===== src/rtl/nibble_serial_subtractor_if.sv =====
// Handshake and operand/result bundle for the nibble-serial subtractor.
// The master side drives the request; the slave side returns status and results.
interface nibble_serial_subtractor_if #(
  parameter int WIDTH = 32
);
  logic             start;
  logic [WIDTH-1:0] in1;
  logic [WIDTH-1:0] in2;
  logic             bin;
  logic             busy;
  logic             done;
  logic [WIDTH-1:0] diff;
  logic             bout;
  logic             zero;
  logic             ovf;

  modport master (
    output start, in1, in2, bin,
    input  busy, done, diff, bout, zero, ovf
  );

  modport slave (
    input  start, in1, in2, bin,
    output busy, done, diff, bout, zero, ovf
  );
endinterface


===== src/rtl/nibble_serial_subtractor.sv =====
// Multi-cycle subtractor: in1 - in2 - bin, one SLICE-bit slice per clock,
// with the borrow carried between slices in a register.
//
//   state | meaning
//   ------+--------------------------------------------------------------
//   IDLE  | waiting for start; results held from the last completion
//   RUN   | processing slice cnt_q; final slice publishes results + done
module nibble_serial_subtractor #(
  parameter int WIDTH = 32,
  parameter int SLICE = 4
) (
  input  logic                       clk,
  input  logic                       rst_n,
  nibble_serial_subtractor_if.slave  bus
);
  localparam int N   = WIDTH / SLICE;
  localparam int CW  = (N > 1) ? $clog2(N) : 1;
  localparam int MSB = WIDTH - 1;

  typedef enum logic {
    IDLE = 1'b0,
    RUN  = 1'b1
  } state_t;

  state_t           state_q;
  logic [CW-1:0]    cnt_q;
  logic             borrow_q;
  logic [WIDTH-1:0] a_q;
  logic [WIDTH-1:0] b_q;
  logic [WIDTH-1:0] acc_q;

  logic             busy_q;
  logic             done_q;
  logic [WIDTH-1:0] diff_q;
  logic             bout_q;
  logic             zero_q;
  logic             ovf_q;

  int               slice_lsb;
  logic [SLICE-1:0] a_slice;
  logic [SLICE-1:0] b_slice;
  logic [SLICE:0]   slice_sum;
  logic [WIDTH-1:0] acc_next;
  logic             borrow_next;
  logic             last_slice;

  // Subtraction as addition of the inverted subtrahend; carry-in is the
  // inverted borrow, and the new borrow is the inverted carry-out.
  always_comb begin
    slice_lsb   = int'(cnt_q) * SLICE;
    a_slice     = a_q[slice_lsb +: SLICE];
    b_slice     = b_q[slice_lsb +: SLICE];
    slice_sum   = {1'b0, a_slice} + {1'b0, ~b_slice} + {{SLICE{1'b0}}, ~borrow_q};
    acc_next    = acc_q;
    acc_next[slice_lsb +: SLICE] = slice_sum[SLICE-1:0];
    borrow_next = ~slice_sum[SLICE];
    last_slice  = (cnt_q == CW'(N - 1));
  end

  always_ff @(posedge clk or negedge rst_n) begin
    if (!rst_n) begin
      state_q  <= IDLE;
      cnt_q    <= '0;
      borrow_q <= 1'b0;
      a_q      <= '0;
      b_q      <= '0;
      acc_q    <= '0;
      busy_q   <= 1'b0;
      done_q   <= 1'b0;
      diff_q   <= '0;
      bout_q   <= 1'b0;
      zero_q   <= 1'b0;
      ovf_q    <= 1'b0;
    end else begin
      done_q <= 1'b0;
      case (state_q)
        IDLE: begin
          if (bus.start) begin
            a_q      <= bus.in1;
            b_q      <= bus.in2;
            borrow_q <= bus.bin;
            cnt_q    <= '0;
            acc_q    <= '0;
            busy_q   <= 1'b1;
            state_q  <= RUN;
          end
        end
        RUN: begin
          acc_q    <= acc_next;
          borrow_q <= borrow_next;
          cnt_q    <= cnt_q + 1'b1;
          if (last_slice) begin
            // Results publish only here, so partial sums never reach diff.
            diff_q  <= acc_next;
            bout_q  <= borrow_next;
            zero_q  <= (acc_next == '0);
            ovf_q   <= (a_q[MSB] != b_q[MSB]) && (acc_next[MSB] != a_q[MSB]);
            done_q  <= 1'b1;
            busy_q  <= 1'b0;
            cnt_q   <= '0;
            state_q <= IDLE;
          end
        end
        default: begin
          busy_q  <= 1'b0;
          state_q <= IDLE;
        end
      endcase
    end
  end

  assign bus.busy = busy_q;
  assign bus.done = done_q;
  assign bus.diff = diff_q;
  assign bus.bout = bout_q;
  assign bus.zero = zero_q;
  assign bus.ovf  = ovf_q;
endmodule


===== src/flat_wrapper.sv =====
// flat-port wrapper written by rule: the top's interface ports become plain ports
module nibble_serial_subtractor_flat 
#(
  parameter int WIDTH = 32,
  parameter int SLICE = 4
)
  (clk, rst_n, bus_start, bus_in1, bus_in2, bus_bin, bus_busy, bus_done, bus_diff, bus_bout, bus_zero, bus_ovf);
  nibble_serial_subtractor_if #(.WIDTH(WIDTH)) bus_i ();
  input  logic clk;
  input  logic rst_n;
  input wire logic [$bits(bus_i.start)-1:0] bus_start;
  input wire logic [$bits(bus_i.in1)-1:0] bus_in1;
  input wire logic [$bits(bus_i.in2)-1:0] bus_in2;
  input wire logic [$bits(bus_i.bin)-1:0] bus_bin;
  output wire logic [$bits(bus_i.busy)-1:0] bus_busy;
  output wire logic [$bits(bus_i.done)-1:0] bus_done;
  output wire logic [$bits(bus_i.diff)-1:0] bus_diff;
  output wire logic [$bits(bus_i.bout)-1:0] bus_bout;
  output wire logic [$bits(bus_i.zero)-1:0] bus_zero;
  output wire logic [$bits(bus_i.ovf)-1:0] bus_ovf;
  assign bus_i.start = bus_start;
  assign bus_i.in1 = bus_in1;
  assign bus_i.in2 = bus_in2;
  assign bus_i.bin = bus_bin;
  assign bus_busy = bus_i.busy;
  assign bus_done = bus_i.done;
  assign bus_diff = bus_i.diff;
  assign bus_bout = bus_i.bout;
  assign bus_zero = bus_i.zero;
  assign bus_ovf = bus_i.ovf;
  nibble_serial_subtractor #(.WIDTH(WIDTH), .SLICE(SLICE)) u_core (.clk(clk), .rst_n(rst_n), .bus(bus_i));
endmodule

===== config.mk =====
export PLATFORM = sky130hd
export DESIGN_NAME = nibble_serial_subtractor_flat
export DESIGN_NICKNAME = d
export VERILOG_FILES = /design/src/rtl/nibble_serial_subtractor_if.sv /design/src/rtl/nibble_serial_subtractor.sv /design/src/flat_wrapper.sv
export SDC_FILE = /design/constraint.sdc
export NUM_CORES = 1
export LEC_CHECK = 0
export ABC_AREA = 1
export CAP_MARGIN = 20
export CELL_PAD_IN_SITES_DETAIL_PLACEMENT = 2
export CELL_PAD_IN_SITES_GLOBAL_PLACEMENT = 2
export CORE_MARGIN = 4
export CORE_UTILIZATION = 31
export CTS_CLUSTER_DIAMETER = 50
export DETAILED_ROUTE_END_ITERATION = 7
export GPL_TIMING_DRIVEN = 0
export PLACE_DENSITY = 0.77
export SYNTH_ARGS = -nofsm -noshare
export SYNTH_HDL_FRONTEND = slang
export SYNTH_SLANG_ARGS = --single-unit
export TNS_END_PERCENT = 1

===== constraint.sdc =====
create_clock -name clk -period 4.3 [get_ports clk]
set_clock_uncertainty 0.05 [all_clocks]
set_input_delay 0.86 -clock clk [delete_from_list [all_inputs] [get_ports clk]]
set_output_delay 0.86 -clock clk [all_outputs]
set_load 0.01 [all_outputs]

==> reports/metrics.yaml <==
synth:
  post-synth-top-area-cell: "dfrtp_1"
  synth_seq_area_share: 0.5181
  post_synth_fa_ha_maj_area_fraction: 0.02478
  synthCells: 853
  synth-xor-area-share: 0
  synth_compound_area_frac: 0.1096
  synth_area_per_cell_um2: 7.814
  async_flop_share: 1.000
  synth_area_leaders: "dfrtp_1 (52%), nand2_1 (20%), o21ai_0 (7.1%), nor2_1 (3.9%), inv_1 (3.2%)"
  synth_cell_types: 34
  yosys_warnings: 0
  ys_ff_latch: 138
  synth_top_family_by_area: "simple AND/OR/NAND/NOR gates"
  synth_edf_count: 0
  synth_top_cell_area_share: 0.5181
  syn_area_mm2: 0.006665
  synth_flop_cell: "dfrtp_1"
  synth_mux_area_frac: 0
  synth_commonest_cells: "nand2_1 (357), dfrtp_1 (138), o21ai_0 (94)"
  synth_simple_gate_area_frac: 0.2835
  synth_most_common_cell: "nand2_1"
  synth_nets: 933
final_layout:
  fin_cells: 1263
  layout.nets: 1055
  areaGrowthSynthToFinish_pct: 29.94
  drive_gt1_frac: 0.06680
  antenna_cells: 0
route:
  drt_iter0_drc: 203
  routed_via_density: 4.887
  vias: 6172
  wl_per_cell_um: 18.12
  final_antenna_net_count: 0
  first_pass_iters: 4
  remaining_drc_errors: 0
  wl_mm: 22.89
cts:
  cts_tree: "done"
  clkLatencyLatePin_ps: 430
  clockBufferDepth: 2
  numCtsBuffers: 17
  root_buffer: "clkbuf_16"
  path_clk_slew_ps: 60
  clock_sinks: 138
  htreeDepth: 4
placement:
  place.gp.congestion: 0.8079
  pre_cts_slack_ps: -356.4
  numPortBuffers: 104
  post-dp-hpwl_mm: 17.24
  post-place-cells: 1233
pwr:
  powerDensity_mw_per_mm2: 870.3
  ir_worst_vdd_mv: 0.3373
  p_leak_uw: 0.004214
critical_path:
  crit_chain: "buf_6 > inv_4 > buf_6 > clkbuf_2 > nor2_1 > o22ai_1 > nor2_1 > a31oi_1 > fa_1 > inv_1 > fa_1 > inv_1 > nor2_1 > nand3_1 > o21ai_1 > nor2_1 > nand2_1 > nor2_1 > nand3_1 > nor2_1 > nand3_1 > nand2_1"
  setup.worst_path.end_class: "register"
  cp_max_fo: 10
  cp.required_ps: 4570
  slowest_delay_ps: 600
  reg2reg_slack_ps: 350
  r2r-start: "u_core.cnt_q[0]"
  path_common_cell: "nor2_1"
  cp_slowest_cell: "fa_1"
  cp.arrival_ps: 4220
  cp-start-kind: "register"
  crit_type: "reg -> reg"
  r2r_end: "u_core.bus.zero"
  ff2ff_path_depth: 22
global_routing:
  first_global_vias: 7104
  track_usage: 0.2004
  grt_max_degree: 81
  grt_pass1_wl_mm: 37.61
  antenna_found_initial: 0
  overflow: 0
job:
  drv_cap: 0
die:
  die_y_um: 154.6
  floorplan.rows: 53
  dieArea_mm2: 0.02391
  core-area_mm2: 0.02109
  start_util: 0.3161
  die_width_um: 154.6
  num_io_pins: 105
timing:
  fmax_mhz: 253.1
  slew_viol_final: 0
  finalCritPeriodShare: 0.9190
  setup_viol: 0
  rsz0062_at_grt: "no"
  setup_ws_ps: 348.4
  min_period_ps: 3952
  relSlewSlack: 0.5681
  tightest_slew_ps: 647.8
  hold_viol_final: 0
worst_hold_path:
  min_path_type: "in -> async"
outcome:
  status: "finished clean"
## worst max-delay path by stage
stage                      end  cells after the start  slack, ps       startpoint
6_report       u_core.bus.zero                     22        350  u_core.cnt_q[0]
5_1_grt        u_core.bus.zero                     22        0.4  u_core.cnt_q[0]
3_5_place_dp   u_core.bus.zero                     20       -360  u_core.cnt_q[0]
4_1_cts        u_core.bus.zero                     22         30  u_core.cnt_q[0]
2_1_floorplan  u_core.bus.zero                     20       1010  u_core.cnt_q[0]
3_3_place_gp    u_core.a_q[29]                      1      -3580            rst_n
## through the flow
stage | instance area [um^2] | setup TNS (ps) | total power [uW] | hold WS [ps] | utilization
global placement | 8050 | -492720 | 5976 | 408.2 | 0.3817
detailed placement | 8079 | -1062 | 6136 | 411.6 | 0.3831
CTS | 8653 | 0 | 7646 | 369.2 | 0.4103
finish | 8661 | 0 | 7537 | 347.7 | 0.4107
floorplan | 6665 | 0 | 4584 | 393.6 | -
global route | 8661 | 0 | 8224 | 382.7 | 0.4107
## metal layers
layer	up-vias	GRT usage	wire, um
met5	-	0	0
met2	104	0.3658	11860
met3	21	0.03134	630
met1	3093	0.2458	10100
li1	2954	-	-
met4	0	0.05299	297
## critical path, delay by kind of cell, from the launching register on
family / cells / cell delay (ps)
flip-flops: 1 / 440
adder cells (fa/ha/maj): 2 / 830
AND/OR/NAND/NOR: 11 / 990
AO/OA/AOI/OAI: 3 / 700
buffers and inverters: 6 / 800
## what timing repair did
action	CTS	global route
gates resized for setup	4	13
hold endpoints to repair	0	0
buffers inserted	0	0
hold buffers	0	0
setup endpoints to repair	11	5
## flip-flops by register name (all words and copies together) (netlist names)
signal and count:
u_core.bus.zero 1, u_core.cnt_q 3, u_core.a_q 32, u_core.bus.ovf 1
u_core.bus.busy 1, u_core.b_q 32, u_core.acc_q 32, u_core.bus.done 1
u_core.state_q 1, u_core.borrow_q 1, u_core.bus.bout 1, u_core.bus.diff 32
## power by group
group | switching (uW) | leakage (uW) | internal, uW
combinational | 2600 | 0.00217 | 1350
sequential | 312 | 0.00177 | 1850
clock | 598 | 0.000276 | 829
total | 3510 | 0.00421 | 4030
## layout make-up
| class | count | area, um^2 |
|---|---|---|
| multi-input combinational | 614 | 2785 |
| clock buffer | 19 | 452.9 |
| tap | 275 | 344.1 |
| sequential | 138 | 3453 |
| clock inverter | 13 | 120.1 |
| buffer | 39 | 207.7 |
| timing repair buffer | 105 | 1070 |
| fill | 2465 | 12430 |
| inverter | 60 | 227.7 |
## cell families (layout without fill, tap and decap cells)
kind of cell / count (synthesis) / after routing
buffers and inverters: 101 / 236
flip-flops: 138 / 138
AO/OA/AOI/OAI: 133 / 133
adder cells (fa/ha/maj): 12 / 12
AND/OR/NAND/NOR: 469 / 469
## cells in the final DEF (no fill, tap or decap), drive strengths merged
master	count
nand2	365
dfrtp	138
nor3	1
clkinv	8
clkinvlp	3
fa	2
inv	61
a21oi	4
clkbuf	51
nand4	3
a22o	1
nor2	73
a31oi	4
o211ai	3
o221ai	4
or2	1
o21a	1
o21ai	94
nand3	25
o22ai	22
buf	9
bufinv	1
ha	10
clkdlybuf4s50	103
and2	1
No activity file was read; power rests on OpenSTA's default activity.
